File: config.mk
export PLATFORM = sky130hd
export DESIGN_NAME = fix16_to_float12
export DESIGN_NICKNAME = d
export VERILOG_FILES = /design/src/rtl/fix16_to_float12.sv
export SDC_FILE = /design/constraint.sdc
export NUM_CORES = 1
export LEC_CHECK = 0
export BUFFER_PORTS_ARGS = -buffer_cell sky130_fd_sc_hd__buf_2
export CORE_ASPECT_RATIO = 1.4
export CORE_UTILIZATION = 59
export DETAILED_ROUTE_END_ITERATION = 10
export PLACE_DENSITY = 0.8
export SYNTH_ARGS = -nofsm -noshare
export SYNTH_HDL_FRONTEND = slang
export SYNTH_SLANG_ARGS = --single-unit
File: constraint.sdc
create_clock -name clk_i -period 5.8 [get_ports clk_i]
set_clock_uncertainty 0.2 [all_clocks]
set_input_delay 0.58 -clock clk_i [delete_from_list [all_inputs] [get_ports clk_i]]
set_output_delay 0.58 -clock clk_i [all_outputs]
set_load 0.05 [all_outputs]
File: src/rtl/fix16_to_float12.sv
// fix16_to_float12: converts a signed 16-bit fixed-point value (FRAC_BITS
// fractional bits) into a 12-bit float {sign, exp[4:0] bias 15, man[5:0]}
// through a three-stage valid/ready pipeline: magnitude, normalize, round/pack.
module fix16_to_float12 #(
  parameter int FRAC_BITS = 8
) (
  input  logic        clk_i,
  input  logic        rst_n_i,
  input  logic [15:0] data_i,
  input  logic        valid_i,
  output logic        ready_o,
  output logic [11:0] data_o,
  output logic        valid_o,
  input  logic        ready_i
);

  // The whole pipeline moves together: it stalls only when a result sits
  // at the output and downstream refuses it.
  logic adv;

  assign adv     = ~valid_o | ready_i;
  assign ready_o = adv;

  // Stage 1 registers: sign and absolute value of the input.
  logic        s1_valid;
  logic        s1_sign;
  logic [15:0] s1_mag;

  // Stage 2 registers: left-justified magnitude and unbiased-plus-bias exponent.
  logic        s2_valid;
  logic        s2_sign;
  logic        s2_zero;
  logic [15:0] s2_norm;
  logic [4:0]  s2_exp;

  // Combinational helpers feeding the stage registers.
  logic [15:0] mag_next;
  logic [3:0]  lead_pos;
  logic [15:0] norm_next;
  logic [4:0]  exp_next;
  logic [6:0]  man_sum;
  logic [4:0]  pack_exp;
  logic [5:0]  pack_man;
  logic [11:0] pack_word;

  // The leading one and the bits below the round bit do not affect the
  // result (rounding looks only at the single bit after the mantissa).
  logic unused_norm_bits;

  assign unused_norm_bits = ^{s2_norm[15], s2_norm[7:0]};

  // Two's-complement absolute value; 16'h8000 maps to itself, which reads
  // correctly as the unsigned magnitude 32768.
  always_comb begin
    mag_next = data_i;
    if (data_i[15]) begin
      mag_next = ~data_i + 16'd1;
    end
  end

  // Capture sign and magnitude of each accepted input.
  always_ff @(posedge clk_i or negedge rst_n_i) begin
    if (!rst_n_i) begin
      s1_valid <= 1'b0;
      s1_sign  <= 1'b0;
      s1_mag   <= '0;
    end else if (adv) begin
      s1_valid <= valid_i & ready_o;
      s1_sign  <= data_i[15];
      s1_mag   <= mag_next;
    end
  end

  // Priority search for the most significant set bit; later iterations
  // overwrite earlier ones so the highest set bit wins.
  always_comb begin
    lead_pos = '0;
    for (int i = 0; i < 16; i++) begin
      if (s1_mag[i]) begin
        lead_pos = i[3:0];
      end
    end
  end

  // Shift the leading one up to bit 15 and derive the biased exponent;
  // legal FRAC_BITS keeps the exponent inside 1..30, so 5 bits suffice.
  always_comb begin
    norm_next = s1_mag << (4'd15 - lead_pos);
    exp_next  = 5'd15 + {1'b0, lead_pos} - 5'(FRAC_BITS);
  end

  // Register the normalized magnitude, exponent and zero flag.
  always_ff @(posedge clk_i or negedge rst_n_i) begin
    if (!rst_n_i) begin
      s2_valid <= 1'b0;
      s2_sign  <= 1'b0;
      s2_zero  <= 1'b0;
      s2_norm  <= '0;
      s2_exp   <= '0;
    end else if (adv) begin
      s2_valid <= s1_valid;
      s2_sign  <= s1_sign;
      s2_zero  <= (s1_mag == 16'd0);
      s2_norm  <= norm_next;
      s2_exp   <= exp_next;
    end
  end

  // Round half away from zero on the magnitude, bump the exponent when the
  // mantissa overflows, and force an all-zero word for a zero input.
  always_comb begin
    man_sum  = {1'b0, s2_norm[14:9]} + {6'd0, s2_norm[8]};
    pack_exp = s2_exp;
    pack_man = man_sum[5:0];
    if (man_sum[6]) begin
      pack_exp = s2_exp + 5'd1;
      pack_man = '0;
    end
    pack_word = {s2_sign, pack_exp, pack_man};
    if (s2_zero) begin
      pack_word = 12'h000;
    end
  end

  // Output register; data only changes when a new valid result arrives so
  // it stays put while stalled.
  always_ff @(posedge clk_i or negedge rst_n_i) begin
    if (!rst_n_i) begin
      valid_o <= 1'b0;
      data_o  <= '0;
    end else if (adv) begin
      valid_o <= s2_valid;
      if (s2_valid) begin
        data_o <= pack_word;
      end
    end
  end

endmodule

==> impl_metrics.py, run 1 <==
metrics = {
    "drt": {
        "post_drt_wl_per_cell_um": 16.5,
        "drc": 0,
        "routed-via-count": 2760,
        "ant_nets": 0,
        "wl_um": 7160,
        "avgViaCountPerCell": 6.36,
        "first_iter_violations": 160,
        "drt_pass1_iterations": 5,
    },
    "clocking": {
        "ctsResizeCount": 0,
        "cts_num_sinks": 46,
        "numCtsBuffers": 5,
        "clockRootBuffer": "clkbuf_8",
        "cts_hold_buffers": 0,
        "clk_pin_slew_ns": 0.10,
        "cts.path.max_buffers": 2,
        "postCtsSetupRepairBufs": 0,
        "clkLatencyLatePin_ns": 0.31,
        "htree_levels": 2,
        "cts_tree": "yes",
    },
    "timing": {
        "setup_viol": 0,
        "slew_viol_final": 0,
        "worst_slew_pin_slew_ns": 0.998,
        "maxSlewHeadroom": 0.334,
        "final.min_clock_period_ns": 3.07,
        "max_freq_mhz": 325,
        "final-hold-violation-count": 0,
        "setup_tns_ns": 0,
        "min_period_over_period": 0.530,
        "rsz0062_at_grt": "no",
    },
    "power_and_ir_drop": {
        "p_per_area_nw_per_um2": 502,
        "report.power.total_mw": 1.65,
        "max-vdd-ir-drop_mv": 0.198,
        "p_leak_nw": 1.42,
    },
    "global_route": {
        "gr-usage-met3": 0.0474,
        "grt_pass1_wl_um": 11800,
        "grt_use_met2": 0.519,
        "antenna_found_initial": 0,
        "overflow": 0,
        "grtUsageTotal": 0.278,
        "grt_pass1_vias": 2584,
        "use_met1": 0.284,
        "globalRoute.busiestLayer": "met2",
        "grt_max_degree": 47,
    },
    "finish": {
        "nets": 394,
        "drive_gt1_frac": 0.154,
        "final_common_cell": "nand2_1",
        "antenna_cells": 0,
        "final_cell_mix": "48 x nand2_1, 46 x dfrtp_1, 33 x buf_2",
        "area_growth_pct": 8.85,
        "final_cell_area_um2": 3290,
    },
    "logic_synthesis": {
        "yosys_warnings": 0,
        "ys_async_sr_fraction": 1.00,
        "synth-seq-cells": 46,
        "avgSynthCellArea_um2": 8.62,
        "syn_inst": 351,
        "synth_edf_count": 0,
        "synthFlopType": "dfrtp_1",
        "yosysUniqueCellTypes": 59,
        "synth_nets": 376,
        "yosysSeqAreaShare": 0.380,
        "netlist_area_um2": 3030,
    },
    "die": {
        "die_w_um": 62.5,
        "core_area_um2": 4880,
        "pin_count": 34,
        "rows": 30,
        "start_util": 0.620,
        "die_h_um": 86.7,
        "dieArea_um2": 5420,
    },
    "setup_path": {
        "rr_worst_depth": 7,
        "cp_data_arrival_time_ns": 3.07,
        "path_max_fanout": 15,
        "endpoint_kind": "flip-flop",
        "required_ns": 5.79,
        "criticalPathCategory": "reg -> reg",
        "start_kind": "flip-flop",
    },
    "placement": {
        "hpwl_um": 5420,
        "portBuffers": 33,
        "place_area_um2": 3180,
        "gp_congestion": 0.920,
    },
    "flow_run": {
        "maxCapViolations": 0,
    },
    "min_path": {
        "holdCritPathClass": "in -> async",
    },
    "status": {
        "status": "finished clean",
    },
}
[final timing paths]
kind	end	startpoint	slack (ns)
max in group asynchronous	s2_norm[10]$_DFFE_PN0N_	rst_n_i	4.55
min reg2reg	s1_valid$_DFFE_PN0N_	s1_valid$_DFFE_PN0N_	0.28
max reg2reg	s2_norm[8]$_DFFE_PN0N_	s1_mag[11]$_DFFE_PN0N_	2.73
min in group clk_i	s1_valid$_DFFE_PN0N_	valid_i	0.27
max	s2_norm[8]$_DFFE_PN0N_	s1_mag[11]$_DFFE_PN0N_	2.73
min	data_o[11]$_DFFE_PN0P_	rst_n_i	0.23
[state kept, by name, summed over array words and instances (netlist names)]
name,flops
s1_sign,1
s2_valid,1
s2_norm,7
data_o,12
s1_valid,1
s2_sign,1
s2_exp,5
valid_o,1
s1_mag,16
s2_zero,1
[synthesized netlist by cell type, types with 3 or more instances]
| library cell | n | area, µm² |
|---|---|---|
| mux2_2 | 3 | 33.8 |
| nor3_1 | 7 | 35.0 |
| a22o_1 | 10 | 87.6 |
| a211oi_1 | 8 | 60.1 |
| nor2_1 | 32 | 120 |
| o32ai_1 | 3 | 26.3 |
| a221oi_1 | 3 | 26.3 |
| dfrtp_1 | 46 | 1150 |
| and3_1 | 6 | 37.5 |
| or2_2 | 4 | 25.0 |
| mux2i_1 | 5 | 50.1 |
| nand2b_1 | 5 | 31.3 |
| nand3_1 | 5 | 25.0 |
| nor2b_1 | 5 | 31.3 |
| nand2_1 | 48 | 180 |
| clkbuf_1 | 16 | 60.1 |
| ha_1 | 5 | 62.6 |
| xnor2_1 | 9 | 78.8 |
| inv_1 | 10 | 37.5 |
| o32a_1 | 4 | 40.0 |
| a21oi_1 | 17 | 85.1 |
| or3_1 | 4 | 25.0 |
| o31ai_1 | 8 | 60.1 |
| xor2_1 | 13 | 114 |
| o21ai_0 | 27 | 135 |
| nor4_1 | 3 | 18.8 |
| buf_1 | 3 | 11.3 |
[power by group]
group	internal (mW)	leakage [nW]	switching [mW]
sequential	0.439	0.551	0.135
clock	0.129	0.0585	0.120
combinational	0.299	0.813	0.530
total	0.867	1.42	0.785
[metrics by stage]
step            util  hold slack [ns]  setup slack [ns]  cells
2_1_floorplan      -           0.0844              3.22    351
3_3_place_gp   0.652            0.252              2.79    426
3_5_place_dp   0.652            0.262              2.61    426
4_1_cts        0.675            0.268              2.79    434
5_1_grt        0.675            0.278              2.51    434
6_report       0.675            0.227              2.73    434
[logic make-up (layout without fill, tap and decap cells)]
family,after synthesis,after routing,share of synthesized area
AOI/OAI and AO/OA,110,110,0.267
xor gates and xnor gates,22,22,0.0637
adders and majority gates,5,5,0.0207
buffers and inverters,34,53,0.0467
DFF,46,46,0.380
muxes,8,8,0.0277
and+or+nand+nor,126,126,0.194
[cell type report]
cell class,instances,area (µm²)
multi-input cells,271,1740
repair buffers,34,173
clock inverters,3,43.8
flip-flops and latches,46,1150
well taps,64,80.1
fillers,426,1590
inverters,11,41.3
clock buffers,5,68.8
[per-layer routing]
layer | vias up | routed length (µm)
met4 | 0 | 342
met5 | - | 0
met3 | 27 | 337
li1 | 1323 | -
met2 | 106 | 3790
met1 | 1304 | 2690
[critical path, cell delays in order (launching register included)]
cell and delay [ns]:
dfrtp_1 0.54, or3b_4 0.45, a311oi_4 0.49, a21oi_4 0.13
inv_2 0.21, mux2i_1 0.42, a211oi_1 0.14, o32a_1 0.36
(Power assumes the default switching activity.)
==> run 2, diff against run 1 <==
clock period = 3.2 ns   (was 5.8 ns; I/O delays follow)
==> impl_metrics.py, run 2 (same netlist as run 1, synthesis figures left out) <==
metrics = {
    "drt": {
        "wl_met2_um": 4040,
        "routed-via-count": 2740,
        "met1_length_um": 2810,
        "drt_pass1_iterations": 4,
        "post_drt_wl_per_cell_um": 17.1,
        "wl_um": 7630,
        "avgViaCountPerCell": 6.13,
        "routed.top_layer": "met4",
        "wl_met3_um": 289,
        "first_iter_violations": 203,
        "ant_nets": 0,
        "drc": 0,
    },
    "finish": {
        "area_growth_pct": 12.1,
        "final_cell_mix": "48 x nand2_1, 46 x dfrtp_1, 33 x buf_2",
        "top_regs": "s1_mag x16, data_o x12, s2_norm x7",
        "final_core_util": 0.695,
        "final_common_cell": "nand2_1",
        "multi_input_area_um2": 1740,
        "fill_cells": 396,
        "regArea_um2": 1150,
        "drive_gt1_frac": 0.183,
        "largest_register_ffs": 16,
        "nets": 407,
        "largest_register": "s1_mag",
        "antenna_cells": 0,
    },
    "clocking": {
        "clk_pin_slew_ns": 0.09,
        "cts.path.max_buffers": 2,
        "ctsResizeCount": 0,
        "cts_num_sinks": 46,
        "numCtsBuffers": 5,
        "postCtsSetupRepairBufs": 0,
        "clockRootBuffer": "clkbuf_8",
        "cts_tree": "yes",
        "cts_hold_buffers": 0,
        "htree_levels": 2,
        "clkLatencyLatePin_ns": 0.30,
    },
    "die": {
        "pin_count": 34,
        "die_w_um": 62.5,
        "die_h_um": 86.7,
        "dieArea_um2": 5420,
        "core_area_um2": 4880,
        "rows": 30,
        "start_util": 0.620,
    },
    "power_and_ir_drop": {
        "max-vdd-ir-drop_mv": 0.449,
        "p_leak_nw": 1.49,
        "p_per_area_nw_per_um2": 908,
    },
    "status": {
        "status": "finished with violations",
        "violations": "hold timing",
    },
    "setup_path": {
        "path_max_fanout": 12,
        "criticalPathCategory": "reg -> reg",
        "r2r-start": "s1_mag[9]$_DFFE_PN0N_",
        "cp_data_arrival_time_ns": 2.77,
        "endpoint_kind": "flip-flop",
        "slowest_stage": "or3_1",
        "start_kind": "flip-flop",
        "critPathLaunch": "s1_mag[9]$_DFFE_PN0N_",
        "required_ns": 3.19,
        "cpPeakStageDelay_ns": 0.42,
        "crit_chain": "buf_4 > or3_1 > nor3_2 > a21oi_4 > inv_2 > mux2i_1 > a221oi_1 > o32a_2",
    },
    "global_route": {
        "grt_pass1_wl_um": 12900,
        "overflow": 0,
        "grt_max_degree": 47,
        "antenna_found_initial": 0,
        "grt_pass1_vias": 2695,
        "grtUsageTotal": 0.308,
    },
    "placement": {
        "hpwl_um": 5970,
        "gp_congestion": 0.941,
        "preCtsSetupSlack_ns": 0.456,
        "portBuffers": 33,
    },
    "timing": {
        "min_period_over_period": 0.868,
        "setup_viol": 0,
        "setup_tns_ns": 0,
        "final.min_clock_period_ns": 2.78,
        "fin_ws_ns": 0.421,
        "whs_ns": -0.0238,
        "final-hold-violation-count": 44,
        "slew_viol_final": 0,
        "worst_slew_pin_slew_ns": 0.996,
        "maxSlewHeadroom": 0.336,
        "rsz0062_at_grt": "no",
        "max_freq_mhz": 360,
    },
    "min_path": {
        "holdCritPathClass": "in -> async",
    },
    "flow_run": {
        "maxCapViolations": 0,
    },
}
==> run 2: per-layer routing <==
metal,vias up,track usage
met1,1261,0.319
met3,33,0.0395
met2,101,0.578
li1,1345,-
met4,0,0.201
met5,-,0
==> run 2: worst max-delay path, delay by kind of cell (launching register included) <==
| family | cells | cell delay [ns] |
|---|---|---|
| flops | 1 | 0.39 |
| buf+inv | 2 | 0.37 |
| simple gates | 2 | 0.69 |
| compound gates | 3 | 0.64 |
| mux | 1 | 0.37 |
==> run 2: layout make-up <==
cell class	count	share of cell area
Clock buffer	5	0.0203
Sequential cell	46	0.339
Inverter	11	0.0122
Clock inverter	3	0.0129
Timing Repair Buffer	47	0.0797
Multi-Input combinational cell	271	0.512
Tap cell	64	0.0236
==> run 2: power by group <==
group,total (mW),leakage [nW],switching [mW],internal (mW)
Sequential,1.00,0.551,0.207,0.795
Clock,0.443,0.0585,0.208,0.234
Combinational,1.63,0.876,1.03,0.604
==> run 2: per-stage QoR <==
step / cells / instance area [µm²] / total power, mW / hold slack [ns]
3_3_place_gp: 439 / 3280 / 2.60 / 0.249
3_5_place_dp: 439 / 3280 / 2.64 / 0.256
5_1_grt: 447 / 3390 / 3.29 / 0.0396
2_1_floorplan: 351 / 3030 / 2.20 / -0.176
4_1_cts: 447 / 3390 / 3.08 / 0.0137
6_report: 447 / 3390 / 3.08 / -0.0238
==> run 2: worst paths after layout <==
| check | end | slack (ns) | cells past startpoint |
|---|---|---|---|
| max reg2reg | s2_norm[11]$_DFFE_PN0N_ | 0.42 | 8 |
| min in group clk_i | s1_valid$_DFFE_PN0N_ | 0.02 | 3 |
| max in group asynchronous | s2_norm[14]$_DFFE_PN0N_ | 2.20 | 1 |
| min | data_o[8]$_DFFE_PN0P_ | -0.02 | 1 |
| min reg2reg | s2_valid$_DFFE_PN0N_ | 0.28 | 2 |
| max | s2_norm[11]$_DFFE_PN0N_ | 0.42 | 8 |
